===== config.mk =====
export PLATFORM = sky130hd
export DESIGN_NAME = operand_fetch_flat
export DESIGN_NICKNAME = d
export VERILOG_FILES = /design/src/rtl/operand_fetch_if.sv /design/src/rtl/operand_fetch.sv /design/src/flat_wrapper.sv
export SDC_FILE = /design/constraint.sdc
export NUM_CORES = 1
export LEC_CHECK = 0
export BUFFER_PORTS_ARGS = -buffer_cell sky130_fd_sc_hd__buf_2
export CORE_ASPECT_RATIO = 0.8
export CORE_MARGIN = 2
export CORE_UTILIZATION = 25
export DETAILED_ROUTE_END_ITERATION = 12
export HOLD_SLACK_MARGIN = 0.08
export PLACE_DENSITY_LB_ADDON = 0.15
export SYNTH_ARGS = -nofsm -noshare
export SYNTH_HDL_FRONTEND = slang
export SYNTH_SLANG_ARGS = --single-unit

===== constraint.sdc =====
create_clock -name clk -period 3.24 [get_ports clk]
set_input_delay 0.648 -clock clk [delete_from_list [all_inputs] [get_ports clk]]
set_output_delay 0.648 -clock clk [all_outputs]
set_load 0.03 [all_outputs]

===== src/rtl/operand_fetch_if.sv =====
// Handshake and data bundle between decode, register file, writeback and the
// operand_fetch stage; the slave modport is the stage's view.
interface operand_fetch_if #(
  parameter int unsigned RF_ADDR_W = 5
);
  logic                 in_valid;
  logic                 in_ready;
  logic [RF_ADDR_W-1:0] in_rs1;
  logic [RF_ADDR_W-1:0] in_rs2;
  logic [RF_ADDR_W-1:0] in_rd;
  logic                 in_uses_rs1;
  logic                 in_uses_rs2;
  logic                 in_rd_we;
  logic [31:0]          in_pc;
  logic [31:0]          in_ctrl;

  logic [RF_ADDR_W-1:0] rf_rs1;
  logic [RF_ADDR_W-1:0] rf_rs2;
  logic [31:0]          rf_rs1_data;
  logic [31:0]          rf_rs2_data;

  logic                 wb_valid;
  logic [RF_ADDR_W-1:0] wb_rd;
  logic [31:0]          wb_data;

  logic                 flush;

  logic                 out_valid;
  logic                 out_ready;
  logic [31:0]          out_rs1_data;
  logic [31:0]          out_rs2_data;
  logic [31:0]          out_pc;
  logic [31:0]          out_ctrl;
  logic [RF_ADDR_W-1:0] out_rd;
  logic                 out_rd_we;

  modport slave (
    input  in_valid, in_rs1, in_rs2, in_rd, in_uses_rs1, in_uses_rs2,
           in_rd_we, in_pc, in_ctrl, rf_rs1_data, rf_rs2_data,
           wb_valid, wb_rd, wb_data, flush, out_ready,
    output in_ready, rf_rs1, rf_rs2, out_valid, out_rs1_data, out_rs2_data,
           out_pc, out_ctrl, out_rd, out_rd_we
  );

  modport master (
    output in_valid, in_rs1, in_rs2, in_rd, in_uses_rs1, in_uses_rs2,
           in_rd_we, in_pc, in_ctrl, rf_rs1_data, rf_rs2_data,
           wb_valid, wb_rd, wb_data, flush, out_ready,
    input  in_ready, rf_rs1, rf_rs2, out_valid, out_rs1_data, out_rs2_data,
           out_pc, out_ctrl, out_rd, out_rd_we
  );
endinterface


===== src/rtl/operand_fetch.sv =====
// Issue/operand-fetch stage with a pending-write scoreboard that stalls RAW/WAW hazards.
// Optional writeback forwarding is enabled by defining OPFETCH_BYPASS_EN.
module operand_fetch #(
  parameter int unsigned RF_ADDR_W = 5
) (
  input  logic              clk,
  input  logic              rst_n,
  operand_fetch_if.slave    bus
);
  localparam int unsigned NUM_REGS = 1 << RF_ADDR_W;
  localparam int unsigned XLEN     = 32;

  logic [NUM_REGS-1:0]  busy;
  logic [NUM_REGS-1:0]  busy_nxt;
  logic                 out_valid_q;
  logic [XLEN-1:0]      out_rs1_q;
  logic [XLEN-1:0]      out_rs2_q;
  logic [XLEN-1:0]      out_pc_q;
  logic [XLEN-1:0]      out_ctrl_q;
  logic [RF_ADDR_W-1:0] out_rd_q;
  logic                 out_rd_we_q;

  logic                 hz_rs1;
  logic                 hz_rs2;
  logic                 hz_rd;
  logic                 hazard;
  logic                 ready;
  logic                 accept;
  logic [XLEN-1:0]      rs1_data;
  logic [XLEN-1:0]      rs2_data;

`ifdef OPFETCH_BYPASS_EN
  logic wb_hit_rs1;
  logic wb_hit_rs2;
  logic wb_hit_rd;

  assign wb_hit_rs1 = bus.wb_valid && (bus.wb_rd == bus.in_rs1);
  assign wb_hit_rs2 = bus.wb_valid && (bus.wb_rd == bus.in_rs2);
  assign wb_hit_rd  = bus.wb_valid && (bus.wb_rd == bus.in_rd);
`else
  logic unused_wb_data;
  assign unused_wb_data = ^bus.wb_data;
`endif

  // Hazard detection; a register retiring this cycle is not a hazard when forwarding.
  always_comb begin
    hz_rs1 = (bus.in_rs1 != '0) && busy[bus.in_rs1];
    hz_rs2 = (bus.in_rs2 != '0) && busy[bus.in_rs2];
    hz_rd  = (bus.in_rd  != '0) && busy[bus.in_rd];
`ifdef OPFETCH_BYPASS_EN
    hz_rs1 = hz_rs1 && !wb_hit_rs1;
    hz_rs2 = hz_rs2 && !wb_hit_rs2;
    hz_rd  = hz_rd  && !wb_hit_rd;
`endif
    hazard = (bus.in_uses_rs1 && hz_rs1) || (bus.in_uses_rs2 && hz_rs2) ||
             (bus.in_rd_we && hz_rd);
  end

  assign ready  = rst_n && !bus.flush && !hazard && (!out_valid_q || bus.out_ready);
  assign accept = bus.in_valid && ready;

  // Operand select: forward writeback data onto a matching nonzero source.
  always_comb begin
    rs1_data = bus.rf_rs1_data;
    rs2_data = bus.rf_rs2_data;
`ifdef OPFETCH_BYPASS_EN
    if (bus.in_uses_rs1 && (bus.in_rs1 != '0) && wb_hit_rs1) rs1_data = bus.wb_data;
    if (bus.in_uses_rs2 && (bus.in_rs2 != '0) && wb_hit_rs2) rs2_data = bus.wb_data;
`endif
  end

  // Scoreboard update; the set is applied last so a younger writer wins over a retire.
  always_comb begin
    busy_nxt = busy;
    if (bus.wb_valid && (bus.wb_rd != '0)) busy_nxt[bus.wb_rd] = 1'b0;
    if (accept && bus.in_rd_we && (bus.in_rd != '0)) busy_nxt[bus.in_rd] = 1'b1;
    busy_nxt[0] = 1'b0;
  end

  always_ff @(posedge clk or negedge rst_n) begin
    if (!rst_n) begin
      busy        <= '0;
      out_valid_q <= 1'b0;
      out_rs1_q   <= '0;
      out_rs2_q   <= '0;
      out_pc_q    <= '0;
      out_ctrl_q  <= '0;
      out_rd_q    <= '0;
      out_rd_we_q <= 1'b0;
    end else if (bus.flush) begin
      busy        <= '0;
      out_valid_q <= 1'b0;
    end else begin
      busy <= busy_nxt;
      if (accept) begin
        out_valid_q <= 1'b1;
        out_rs1_q   <= rs1_data;
        out_rs2_q   <= rs2_data;
        out_pc_q    <= bus.in_pc;
        out_ctrl_q  <= bus.in_ctrl;
        out_rd_q    <= bus.in_rd;
        out_rd_we_q <= bus.in_rd_we;
      end else if (out_valid_q && bus.out_ready) begin
        out_valid_q <= 1'b0;
      end
    end
  end

  assign bus.in_ready     = ready;
  assign bus.rf_rs1       = bus.in_rs1;
  assign bus.rf_rs2       = bus.in_rs2;
  assign bus.out_valid    = out_valid_q;
  assign bus.out_rs1_data = out_rs1_q;
  assign bus.out_rs2_data = out_rs2_q;
  assign bus.out_pc       = out_pc_q;
  assign bus.out_ctrl     = out_ctrl_q;
  assign bus.out_rd       = out_rd_q;
  assign bus.out_rd_we    = out_rd_we_q;
endmodule

===== src/flat_wrapper.sv =====
// flat-port wrapper written by rule: the top's interface ports become plain ports
module operand_fetch_flat 
#(
  parameter int unsigned RF_ADDR_W = 5
)
  (clk, rst_n, bus_in_valid, bus_in_rs1, bus_in_rs2, bus_in_rd, bus_in_uses_rs1, bus_in_uses_rs2, bus_in_rd_we, bus_in_pc, bus_in_ctrl, bus_rf_rs1_data, bus_rf_rs2_data, bus_wb_valid, bus_wb_rd, bus_wb_data, bus_flush, bus_out_ready, bus_in_ready, bus_rf_rs1, bus_rf_rs2, bus_out_valid, bus_out_rs1_data, bus_out_rs2_data, bus_out_pc, bus_out_ctrl, bus_out_rd, bus_out_rd_we);
  operand_fetch_if #(.RF_ADDR_W(RF_ADDR_W)) bus_i ();
  input  logic clk;
  input  logic rst_n;
  input wire logic [$bits(bus_i.in_valid)-1:0] bus_in_valid;
  input wire logic [$bits(bus_i.in_rs1)-1:0] bus_in_rs1;
  input wire logic [$bits(bus_i.in_rs2)-1:0] bus_in_rs2;
  input wire logic [$bits(bus_i.in_rd)-1:0] bus_in_rd;
  input wire logic [$bits(bus_i.in_uses_rs1)-1:0] bus_in_uses_rs1;
  input wire logic [$bits(bus_i.in_uses_rs2)-1:0] bus_in_uses_rs2;
  input wire logic [$bits(bus_i.in_rd_we)-1:0] bus_in_rd_we;
  input wire logic [$bits(bus_i.in_pc)-1:0] bus_in_pc;
  input wire logic [$bits(bus_i.in_ctrl)-1:0] bus_in_ctrl;
  input wire logic [$bits(bus_i.rf_rs1_data)-1:0] bus_rf_rs1_data;
  input wire logic [$bits(bus_i.rf_rs2_data)-1:0] bus_rf_rs2_data;
  input wire logic [$bits(bus_i.wb_valid)-1:0] bus_wb_valid;
  input wire logic [$bits(bus_i.wb_rd)-1:0] bus_wb_rd;
  input wire logic [$bits(bus_i.wb_data)-1:0] bus_wb_data;
  input wire logic [$bits(bus_i.flush)-1:0] bus_flush;
  input wire logic [$bits(bus_i.out_ready)-1:0] bus_out_ready;
  output wire logic [$bits(bus_i.in_ready)-1:0] bus_in_ready;
  output wire logic [$bits(bus_i.rf_rs1)-1:0] bus_rf_rs1;
  output wire logic [$bits(bus_i.rf_rs2)-1:0] bus_rf_rs2;
  output wire logic [$bits(bus_i.out_valid)-1:0] bus_out_valid;
  output wire logic [$bits(bus_i.out_rs1_data)-1:0] bus_out_rs1_data;
  output wire logic [$bits(bus_i.out_rs2_data)-1:0] bus_out_rs2_data;
  output wire logic [$bits(bus_i.out_pc)-1:0] bus_out_pc;
  output wire logic [$bits(bus_i.out_ctrl)-1:0] bus_out_ctrl;
  output wire logic [$bits(bus_i.out_rd)-1:0] bus_out_rd;
  output wire logic [$bits(bus_i.out_rd_we)-1:0] bus_out_rd_we;
  assign bus_i.in_valid = bus_in_valid;
  assign bus_i.in_rs1 = bus_in_rs1;
  assign bus_i.in_rs2 = bus_in_rs2;
  assign bus_i.in_rd = bus_in_rd;
  assign bus_i.in_uses_rs1 = bus_in_uses_rs1;
  assign bus_i.in_uses_rs2 = bus_in_uses_rs2;
  assign bus_i.in_rd_we = bus_in_rd_we;
  assign bus_i.in_pc = bus_in_pc;
  assign bus_i.in_ctrl = bus_in_ctrl;
  assign bus_i.rf_rs1_data = bus_rf_rs1_data;
  assign bus_i.rf_rs2_data = bus_rf_rs2_data;
  assign bus_i.wb_valid = bus_wb_valid;
  assign bus_i.wb_rd = bus_wb_rd;
  assign bus_i.wb_data = bus_wb_data;
  assign bus_i.flush = bus_flush;
  assign bus_i.out_ready = bus_out_ready;
  assign bus_in_ready = bus_i.in_ready;
  assign bus_rf_rs1 = bus_i.rf_rs1;
  assign bus_rf_rs2 = bus_i.rf_rs2;
  assign bus_out_valid = bus_i.out_valid;
  assign bus_out_rs1_data = bus_i.out_rs1_data;
  assign bus_out_rs2_data = bus_i.out_rs2_data;
  assign bus_out_pc = bus_i.out_pc;
  assign bus_out_ctrl = bus_i.out_ctrl;
  assign bus_out_rd = bus_i.out_rd;
  assign bus_out_rd_we = bus_i.out_rd_we;
  operand_fetch #(.RF_ADDR_W(RF_ADDR_W)) u_core (.clk(clk), .rst_n(rst_n), .bus(bus_i));
endmodule

-- Word-level counts from Yosys, hierarchy flattened
Index checks and enable logic that the tools add are counted.
- bits in registers: 167
- input port bits: 189
- output and inout bits: 146
- logic and storage cells: 62
- order comparisons: 6
- multiplexer cells: 16
- bitwise operators: 4
- reductions and logical operators: 28
- operators by type and width (operator ; count):
    2-to-1 mux 32 bit ; 3
    bitwise AND 32 bit ; 1
    inverter 32 bit ; 1
    OR 32 bit ; 1
    < comparator 5 x 6 -> 1 bit, second input constant ; 4
    nonzero test 5 bit ; 4
    logical AND 1 bit ; 16
    binary-select mux 1 bit (select 5 bit) ; 3
    demux 1 bit (select 5 bit) ; 2
    greater-or-equal comparator 5 x 1 -> 1 bit, second input constant ; 2
    2-to-1 mux 1 bit ; 8
    logical NOT 1 bit ; 3
    logical OR 1 bit ; 3
    nonzero test 3 bit ; 1
    AND reduction 2 bit ; 1
    inverter 1 bit ; 1

-- Longest topological paths before layout
Gate-level depths: netlist of the first run.
- depth in word-level cells: 14
- gate-level depth with buffers: 10
- gate-level depth less buffers: 6

-- Least setup slack after synthesis of the first run
No wires, ideal clock.
- path kind: input to output
- start point: input bus_in_rs2[0]
- end point: output bus_in_ready
- arrival: 2484 ps
- required time: 2592 ps
- path slack: 108 ps
- stages: 6
- path buffers: 1
- path through: buf_2 > mux4_2 > a22oi_1 > a31oi_1 > a221o_1 > a21oi_1
- cells in the longest elaborated chain, start to end: 9
- ends and longest elaborated chain (item ; RTL line ; text):
    start: declaration ; flat_wrapper.sv:12 ; input wire logic [$bits(bus_i.in_rs2)-1:0] bus_in_rs2;
    binary-select mux 1 bit (select 5 bit) ; operand_fetch.sv:48 ; hz_rs2 = (bus.in_rs2 != '0) && busy[bus.in_rs2];
    2-to-1 mux 1 bit (implied by the code) ; operand_fetch.sv:48 ;
    logical AND 1 bit * ; operand_fetch.sv:48 ;
    logical AND 1 bit * ; operand_fetch.sv:55 ; hazard = (bus.in_uses_rs1 && hz_rs1) || (bus.in_uses_rs2 && hz_rs2) ||
    logical OR 1 bit * (2 in a row) ; operand_fetch.sv:55 ;
    logical NOT 1 bit * ; operand_fetch.sv:59 ; assign ready = rst_n && !bus.flush && !hazard && (!out_valid_q || bus.out_ready);
    logical AND 1 bit * (2 in a row) ; operand_fetch.sv:59 ;
    end: declaration ; flat_wrapper.sv:26 ; output wire logic [$bits(bus_i.in_ready)-1:0] bus_in_ready;
Every way passes the cells marked *; elsewhere a longest branch is shown, timed or not. The select of a mux whose other input is x is not followed.

-- Final worst setup path of the first run
- start point: input bus_in_rs1[0]
- end point: output bus_in_ready
- cells in the longest elaborated chain, start to end: 9
- ends and longest elaborated chain (item ; RTL line ; text):
    start: declaration ; flat_wrapper.sv:11 ; input wire logic [$bits(bus_i.in_rs1)-1:0] bus_in_rs1;
    binary-select mux 1 bit (select 5 bit) ; operand_fetch.sv:47 ; hz_rs1 = (bus.in_rs1 != '0) && busy[bus.in_rs1];
    2-to-1 mux 1 bit (implied by the code) ; operand_fetch.sv:47 ;
    logical AND 1 bit * ; operand_fetch.sv:47 ;
    logical AND 1 bit * ; operand_fetch.sv:55 ;
    logical OR 1 bit * (2 in a row) ; operand_fetch.sv:55 ;
    logical NOT 1 bit * ; operand_fetch.sv:59 ;
    logical AND 1 bit * (2 in a row) ; operand_fetch.sv:59 ;
Marks and branches as above.

==> flow_metrics.tcl, run 1 <==
set metrics [dict create \
    status "finished clean" \
    period_share_pct 96.7 \
    dpl.cell_count 1264 \
    ys_seq_elements 166 \
    final.fill_count 3107 \
    finalInstanceArea_mm2 0.0104 \
    worstReg2RegStart "u_core.busy[29]$_DFF_PN0_" \
    synth_enable_flop_cells 0 \
    syn_area_per_cell_um2 14.0 \
    grt_antenna_before_repair 5 \
    timing.critical_path.from "bus_in_rs1[0]" \
    synth_top_cells_by_count "166 x sky130_fd_sc_hd__dfrtp_1, 86 x sky130_fd_sc_hd__mux2_2, 49 x sky130_fd_sc_hd__mux2_4, 47 x sky130_fd_sc_hd__o21ai_0, 23 x sky130_fd_sc_hd__nand3b_1" \
    synthFlopType "sky130_fd_sc_hd__dfrtp_1" \
    slew_headroom_pct 46.6 \
    wl_met2_um 10700 \
    highest-signal-layer "met5" \
    final_layout_size_suffix_gt1_share_pct 59.8 \
    fp.dieArea_mm2 0.0322 \
    whs_path_depth 2 \
    mean_number_of_vias_per_cell 4.42 \
    slew_viol_final 0 \
    synth_top_area_share_pct 54.0 \
    syn_inst 551 \
    crit_path_end_kind "output port" \
    count_of_clock_tree_sinks 166 \
    seq_area_frac_synth_pct 54.0 \
    initial_core_util_pct 25.4 \
    final-instance-count-excl-fill 1297 \
    p_per_area_mw_per_mm2 674 \
    drt_iter0_drc 207 \
    insertion_delay_of_the_later_clocked_pin_in_the_worst_skew_pair_ns 0.44 \
    fin_total_pwr_w 0.00700 \
    m1WireLength_um 10600 \
    worst_ep_arrival_time_ns 2.49 \
    p_leak_nw 4.99 \
    globalRoute.totalOverflow 0 \
    clk_path_buf_depth 2 \
    max_cap_violations 0 \
    reg2reg_setup_slack_ns 0.29 \
    final.setup_skew_ns 0.0180 \
    hold_path_end "u_core.bus.out_ctrl[26]$_DFFE_PN0P_" \
    grt_first_pass_wirelength_um 36700 \
    routed-via-count 5727 \
    hpwlAfterDp_um 17600 \
    hold_path.startpoint "bus_in_ctrl[26]" \
    timing.final.hold_violations 0 \
    timing_worst_setup_path_type "input port to output port" \
    setup.worst_path.start_class "input port" \
    synthArstFlopShare_pct 100 \
    cts-buffers-inserted 17 \
    chipHeight_um 161 \
    first_pass_iters 4 \
    design.portCount 335 \
    final_core_util_pct 34.3 \
    synth_top_area_cell "sky130_fd_sc_hd__dfrtp_1" \
    worst_pin_slew_ns 0.801 \
    worstPathMaxFanout 10 \
    timing.rr.end "u_core.bus.out_ctrl[23]$_DFFE_PN0P_" \
    worst_ep_required_time_ns 2.59 \
    place.port_buffers 302 \
    wire_per_inst_um 18.1 \
    first_global_vias 6086 \
    synthToLayoutAreaGrowth_pct 34.9 \
    yosysMostFrequentCell "sky130_fd_sc_hd__dfrtp_1" \
    detail_route.wirelength_um 23500 \
    die-width_um 200 \
    fmax_mhz 319 \
    yosys-top-cells-area "sky130_fd_sc_hd__dfrtp_1 54%, sky130_fd_sc_hd__mux2_2 13%, sky130_fd_sc_hd__mux2_4 9.6%" \
    worst-r2r-cell-count 8 \
    period_minus_slack_ns 3.13 \
    mappedNetlistArea_mm2 0.00769 \
    setup-violations-final 0 \
    max-vdd-ir-drop_uv 375 \
    wire_length_on_met3_um 1970 \
    drt_drc_violations_left 0 \
    grt_max_degree 59 \
    grt_setup_unrepaired "no" \
    placement.cell_area_mm2 0.00980 \
    ant_nets 0 \
    clock-root-buffer "sky130_fd_sc_hd__clkbuf_16" \
    synth_fp_nets 740 \
    core_footprint_mm2 0.0303 \
    clock_tree_from_tritoncts "built" \
    ctsHtreeMaxLevel 4 \
    globalplace.congestion 0.801 \
    synth.yosys.warnings 0 \
    count_of_nets_after_finishing 1061 \
    hold_path.class "input port to register" \
    row_count 57 \
    cts.clk_slew.worst_paths_ns 0.07 \
    aggregate_global_route_resource_usage_pct 15.0 \
    worst_hold_slack_ns 0.438 \
    synth.distinct_cells 43 \
]
routing by layer:
metal / vias up / global-route usage, %
met1: 2865 / 19.8
li1: 2636 / -
met5: - / 0
met4: 8 / 3.87
met2: 197 / 22.7
met3: 21 / 6.05
per-stage QoR:
step / setup WS, ns / setup TNS, ns
floorplan: 0.108 / 0
global placement: -0.193 / -23.66
detailed placement: -0.210 / -26.58
CTS: 0.00365 / 0
global route: 0.00277 / 0
finish: 0.105 / 0
cells by family after synthesis:
family / synth area share, %
multiplexers: 28.9
flip-flops: 54.0
AND/OR/NAND/NOR: 7.92
AO/OA/AOI/OAI: 5.24
buffers and inverters: 3.97
worst max path at each step:
stage,to,slack [ns],cells past startpoint
floorplan,bus_in_ready,0.11,6
global placement,bus_in_ready,-0.19,7
detailed placement,u_core.bus.out_ctrl[23]$_DFFE_PN0P_,-0.21,8
CTS,bus_in_ready,0.004,6
global route,bus_in_ready,0.003,6
finish,bus_in_ready,0.11,7
power breakdown:
group	leakage, nW	internal, W	switching (W)
logic	2.70	0.000862	0.00144
registers	2.03	0.00251	0.000215
clock network	0.255	0.00106	0.000913
area by class of cell:
| class | instances | area [um2] | area share [%] |
|---|---|---|---|
| Multi-Input combinational cell | 339 | 3250 | 31.3 |
| Timing Repair Buffer | 342 | 1890 | 18.2 |
| Antenna cell | 1 | 2.50 | 0.0241 |
| Clock inverter | 13 | 125 | 1.21 |
| Clock buffer | 17 | 425 | 4.10 |
| Inverter | 6 | 22.5 | 0.217 |
| Tap cell | 413 | 517 | 4.98 |
| Sequential cell | 166 | 4150 | 40.0 |
cells in the final DEF (no fill, tap or decap), drive strengths merged, types with 4 or more instances in the layout:
cell / netlist / routed
buf: 28 / 341
clkbuf: 12 / 17
clkinvlp: 0 / 5
dfrtp: 166 / 166
inv: 6 / 10
mux2: 135 / 135
mux2i: 18 / 18
mux4: 15 / 15
nand2: 21 / 21
nand2b: 4 / 4
nand3: 7 / 7
nand3b: 23 / 23
nor2: 5 / 5
nor2b: 20 / 20
o21ai: 47 / 47
o22ai: 7 / 7
o31ai: 4 / 4
or4: 4 / 4
critical path, stage by stage:
cell                       delay [ns]
sky130_fd_sc_hd__buf_4           0.19
sky130_fd_sc_hd__mux2_2          0.38
sky130_fd_sc_hd__a221oi_1        0.29
sky130_fd_sc_hd__o221ai_1        0.17
sky130_fd_sc_hd__a221o_2         0.47
sky130_fd_sc_hd__a21oi_2         0.16
sky130_fd_sc_hd__buf_4           0.18
sequential cells by signal, summed over array words and instances, names as in the netlist:
signal and flops:
u_core.busy 31, u_core.bus.out_rd 5, u_core.bus.out_rs1_data 32, u_core.bus.out_pc 32, u_core.bus.out_valid 1, u_core.bus.out_rs2_data 32, u_core.bus.out_rd_we 1, u_core.bus.out_ctrl 32
timing repair:
item,in CTS,in global routing
endpoints found under the hold margin,6,0
pin swaps,0,1
cloned,0,0
gates resized for setup,4,0
setup endpoints to repair,1,1
hold buffers,1,0
setup buffers,0,1
(Power assumes the default switching activity.)
==> run 2: changes to the inputs <==
--- a/config.mk
+++ b/config.mk
@@ -8,8 +8,9 @@
 export BUFFER_PORTS_ARGS = -buffer_cell sky130_fd_sc_hd__buf_2
 export CORE_ASPECT_RATIO = 0.8
 export CORE_MARGIN = 2
-export CORE_UTILIZATION = 25
+export CORE_UTILIZATION = 48
 export DETAILED_ROUTE_END_ITERATION = 12
+export GPL_TIMING_DRIVEN = 0
 export HOLD_SLACK_MARGIN = 0.08
 export PLACE_DENSITY_LB_ADDON = 0.15
 export SYNTH_ARGS = -nofsm -noshare
==> run 2 against run 1 <==
  * Die area is 47% lower
  * First-iteration DRC count increased by 57%
  * Global-route usage up 8.6 points
  * Via count grew 1.8%
  * Worst setup slack got worse by 0.012 ns
  * Final cell count fell by 15%
  * Non-clock buffer count is 2 lower
  * Sequential cell count unchanged
  * Hold slack got worse by 0.32 ns
  * Final area fell by 2.6%
  * Fmax decreased by 0.39%
  * Sequential share of layout area grew 1.1 points
==> flow_metrics.tcl, run 2 (same netlist as run 1, synthesis figures left out) <==
set metrics [dict create \
    finalInstanceArea_mm2 0.0101 \
    mean_number_of_vias_per_cell 5.31 \
    drt_iter0_drc 324 \
    reg2reg_setup_slack_ns 0.21 \
    globalplace.congestion 0.901 \
    period_share_pct 97.1 \
    final.setup_skew_ns 0.0121 \
    sw_frac_of_total_pct 36.7 \
    max_cap_violations 0 \
    grt_first_pass_wirelength_um 31000 \
    layout_commonest_cell "sky130_fd_sc_hd__buf_2" \
    clock_tree_from_tritoncts "built" \
    worst_pin_slew_ns 0.549 \
    worst_ep_arrival_time_ns 2.50 \
    first_pass_iters 5 \
    grt_max_degree 89 \
    placement.cell_area_mm2 0.00948 \
    drt_drc_violations_left 0 \
    first_global_vias 5882 \
    insertion_delay_of_the_later_clocked_pin_in_the_worst_skew_pair_ns 0.43 \
    share_seq_of_total_power_pct 38.8 \
    design.portCount 335 \
    hpwlAfterDp_um 15300 \
    initial_core_util_pct 48.9 \
    crit_path_end_kind "output port" \
    detail_route.wirelength_um 20400 \
    die-width_um 146 \
    grt_setup_unrepaired "no" \
    p_leak_nw 4.97 \
    routed-via-count 5832 \
    timing.critical_path.buf_inv 3 \
    status "finished clean" \
    internal-power_w 0.00447 \
    p_switching_w 0.00259 \
    slew_headroom_pct 63.4 \
    p_per_area_mw_per_mm2 698 \
    wire_per_inst_um 18.6 \
    fmax_mhz 318 \
    grt_antenna_before_repair 1 \
    pwr-share-clk_pct 28.7 \
    ctsHtreeMaxLevel 4 \
    crit_path_top_delay_cell "sky130_fd_sc_hd__o211ai_1" \
    worstPathMaxFanout 10 \
    timing.critical_path.cells "buf_2 -> clkbuf_1 -> nand3b_1 -> o22ai_1 -> nor4_1 -> o211ai_1 -> a21oi_1 -> buf_4" \
    count_of_clock_tree_sinks 166 \
    chipHeight_um 117 \
    setup-violations-final 0 \
    slowest_delay_ns 0.40 \
    row_count 41 \
    slew_viol_final 0 \
    clock-root-buffer "sky130_fd_sc_hd__clkbuf_16" \
    dpl.cell_count 1063 \
    timing.final.hold_violations 0 \
    top_library_cells_by_usage_in_the_layout_fill_and_taps_aside "303 x sky130_fd_sc_hd__buf_2, 166 x sky130_fd_sc_hd__dfrtp_1, 86 x sky130_fd_sc_hd__mux2_2" \
    worst_hold_slack_ns 0.121 \
    combinationalPowerShare_pct 32.5 \
    synthToLayoutAreaGrowth_pct 31.5 \
    cts.clk_slew.worst_paths_ns 0.07 \
    max-vdd-ir-drop_uv 487 \
    timing_worst_setup_path_type "input port to output port" \
    cts-buffers-inserted 17 \
    final-instance-count-excl-fill 1099 \
    critical-path-top-delay-family "compound AO/OA/AOI/OAI gates" \
    globalRoute.totalOverflow 0 \
    place.port_buffers 296 \
    final_layout_size_suffix_gt1_share_pct 58.4 \
    worst_ep_required_time_ns 2.59 \
    aggregate_global_route_resource_usage_pct 23.5 \
    count_of_nets_after_finishing 1059 \
    ant_nets 0 \
    core_footprint_mm2 0.0157 \
    setup.worst_path.start_class "input port" \
    period_minus_slack_ns 3.15 \
    hold_path.class "input port to async pin" \
    holdBufCountCts 0 \
    clk_path_buf_depth 2 \
    fp.dieArea_mm2 0.0171 \
]
## run 2: power groups by stage
stage / Sequential, W / Clock [W] / Combinational [W]
final: 0.00274 / 0.00203 / 0.00230
after global routing: 0.00279 / 0.00218 / 0.00242
after CTS: 0.00274 / 0.00207 / 0.00231
after detailed placement: 0.00276 / 0 / 0.00231
after global placement: 0.00274 / 0 / 0.00227
after floorplan: 0.00365 / 0 / 0.000634
## run 2: layout make-up
| cell class | count | area [um2] |
|---|---|---|
| fill | 1254 | 5630 |
| sequential | 166 | 4150 |
| multi-input combinational | 339 | 3240 |
| timing repair buffer | 300 | 1550 |
| clock buffer | 17 | 425 |
| buffer | 40 | 284 |
| tap | 215 | 269 |
| clock inverter | 15 | 166 |
| inverter | 6 | 22.5 |
| antenna | 1 | 2.50 |
## run 2: repair_timing
action	CTS	global route
gates resized for setup	0	8
endpoints found under the setup margin	0	1
setup buffers	0	3
## run 2: worst paths after layout
path	start	endpoint	depth (start not counted)
max	bus_in_rd[4]	bus_in_ready	8
min	rst_n	u_core.bus.out_ctrl[25]$_DFFE_PN0P_	1
max reg2reg	u_core.busy[6]$_DFF_PN0_	u_core.busy[13]$_DFF_PN0_	8
min reg2reg	u_core.bus.out_rs1_data[21]$_DFFE_PN0P_	u_core.bus.out_rs1_data[21]$_DFFE_PN0P_	1
max in group asynchronous	rst_n	u_core.bus.out_rs1_data[29]$_DFFE_PN0P_	2
min in group clk	bus_rf_rs2_data[0]	u_core.bus.out_rs2_data[0]$_DFFE_PN0P_	2
## run 2: through the flow
step	setup slack, ns	utilization, %	total power [W]	setup TNS (ns)
after floorplan	0.108	-	0.00428	0
after global placement	-2.01	60.0	0.00501	-464.97
after detailed placement	-0.143	60.2	0.00507	-15.79
after CTS	0.0377	64.0	0.00712	0
after global routing	0.00828	64.2	0.00739	0
final	0.0932	64.2	0.00706	0
## run 2: worst register-to-register path: stages (launching register included)
cell	delay, ns
sky130_fd_sc_hd__dfrtp_1	0.45
sky130_fd_sc_hd__mux4_2	0.48
sky130_fd_sc_hd__o21ai_0	0.17
sky130_fd_sc_hd__o221ai_1	0.13
sky130_fd_sc_hd__a221o_2	0.47
sky130_fd_sc_hd__buf_4	0.16
sky130_fd_sc_hd__or4_1	0.50
sky130_fd_sc_hd__clkbuf_1	0.27
sky130_fd_sc_hd__o31ai_1	0.30
## run 2: routing by layer
metal,GRT usage [%],share of wire (%),vias up
met5,0,0,-
met4,6.99,1.4,0
met3,7.79,8.3,25
met2,39.7,51,256
met1,29.4,40,2917
li1,-,-,2634
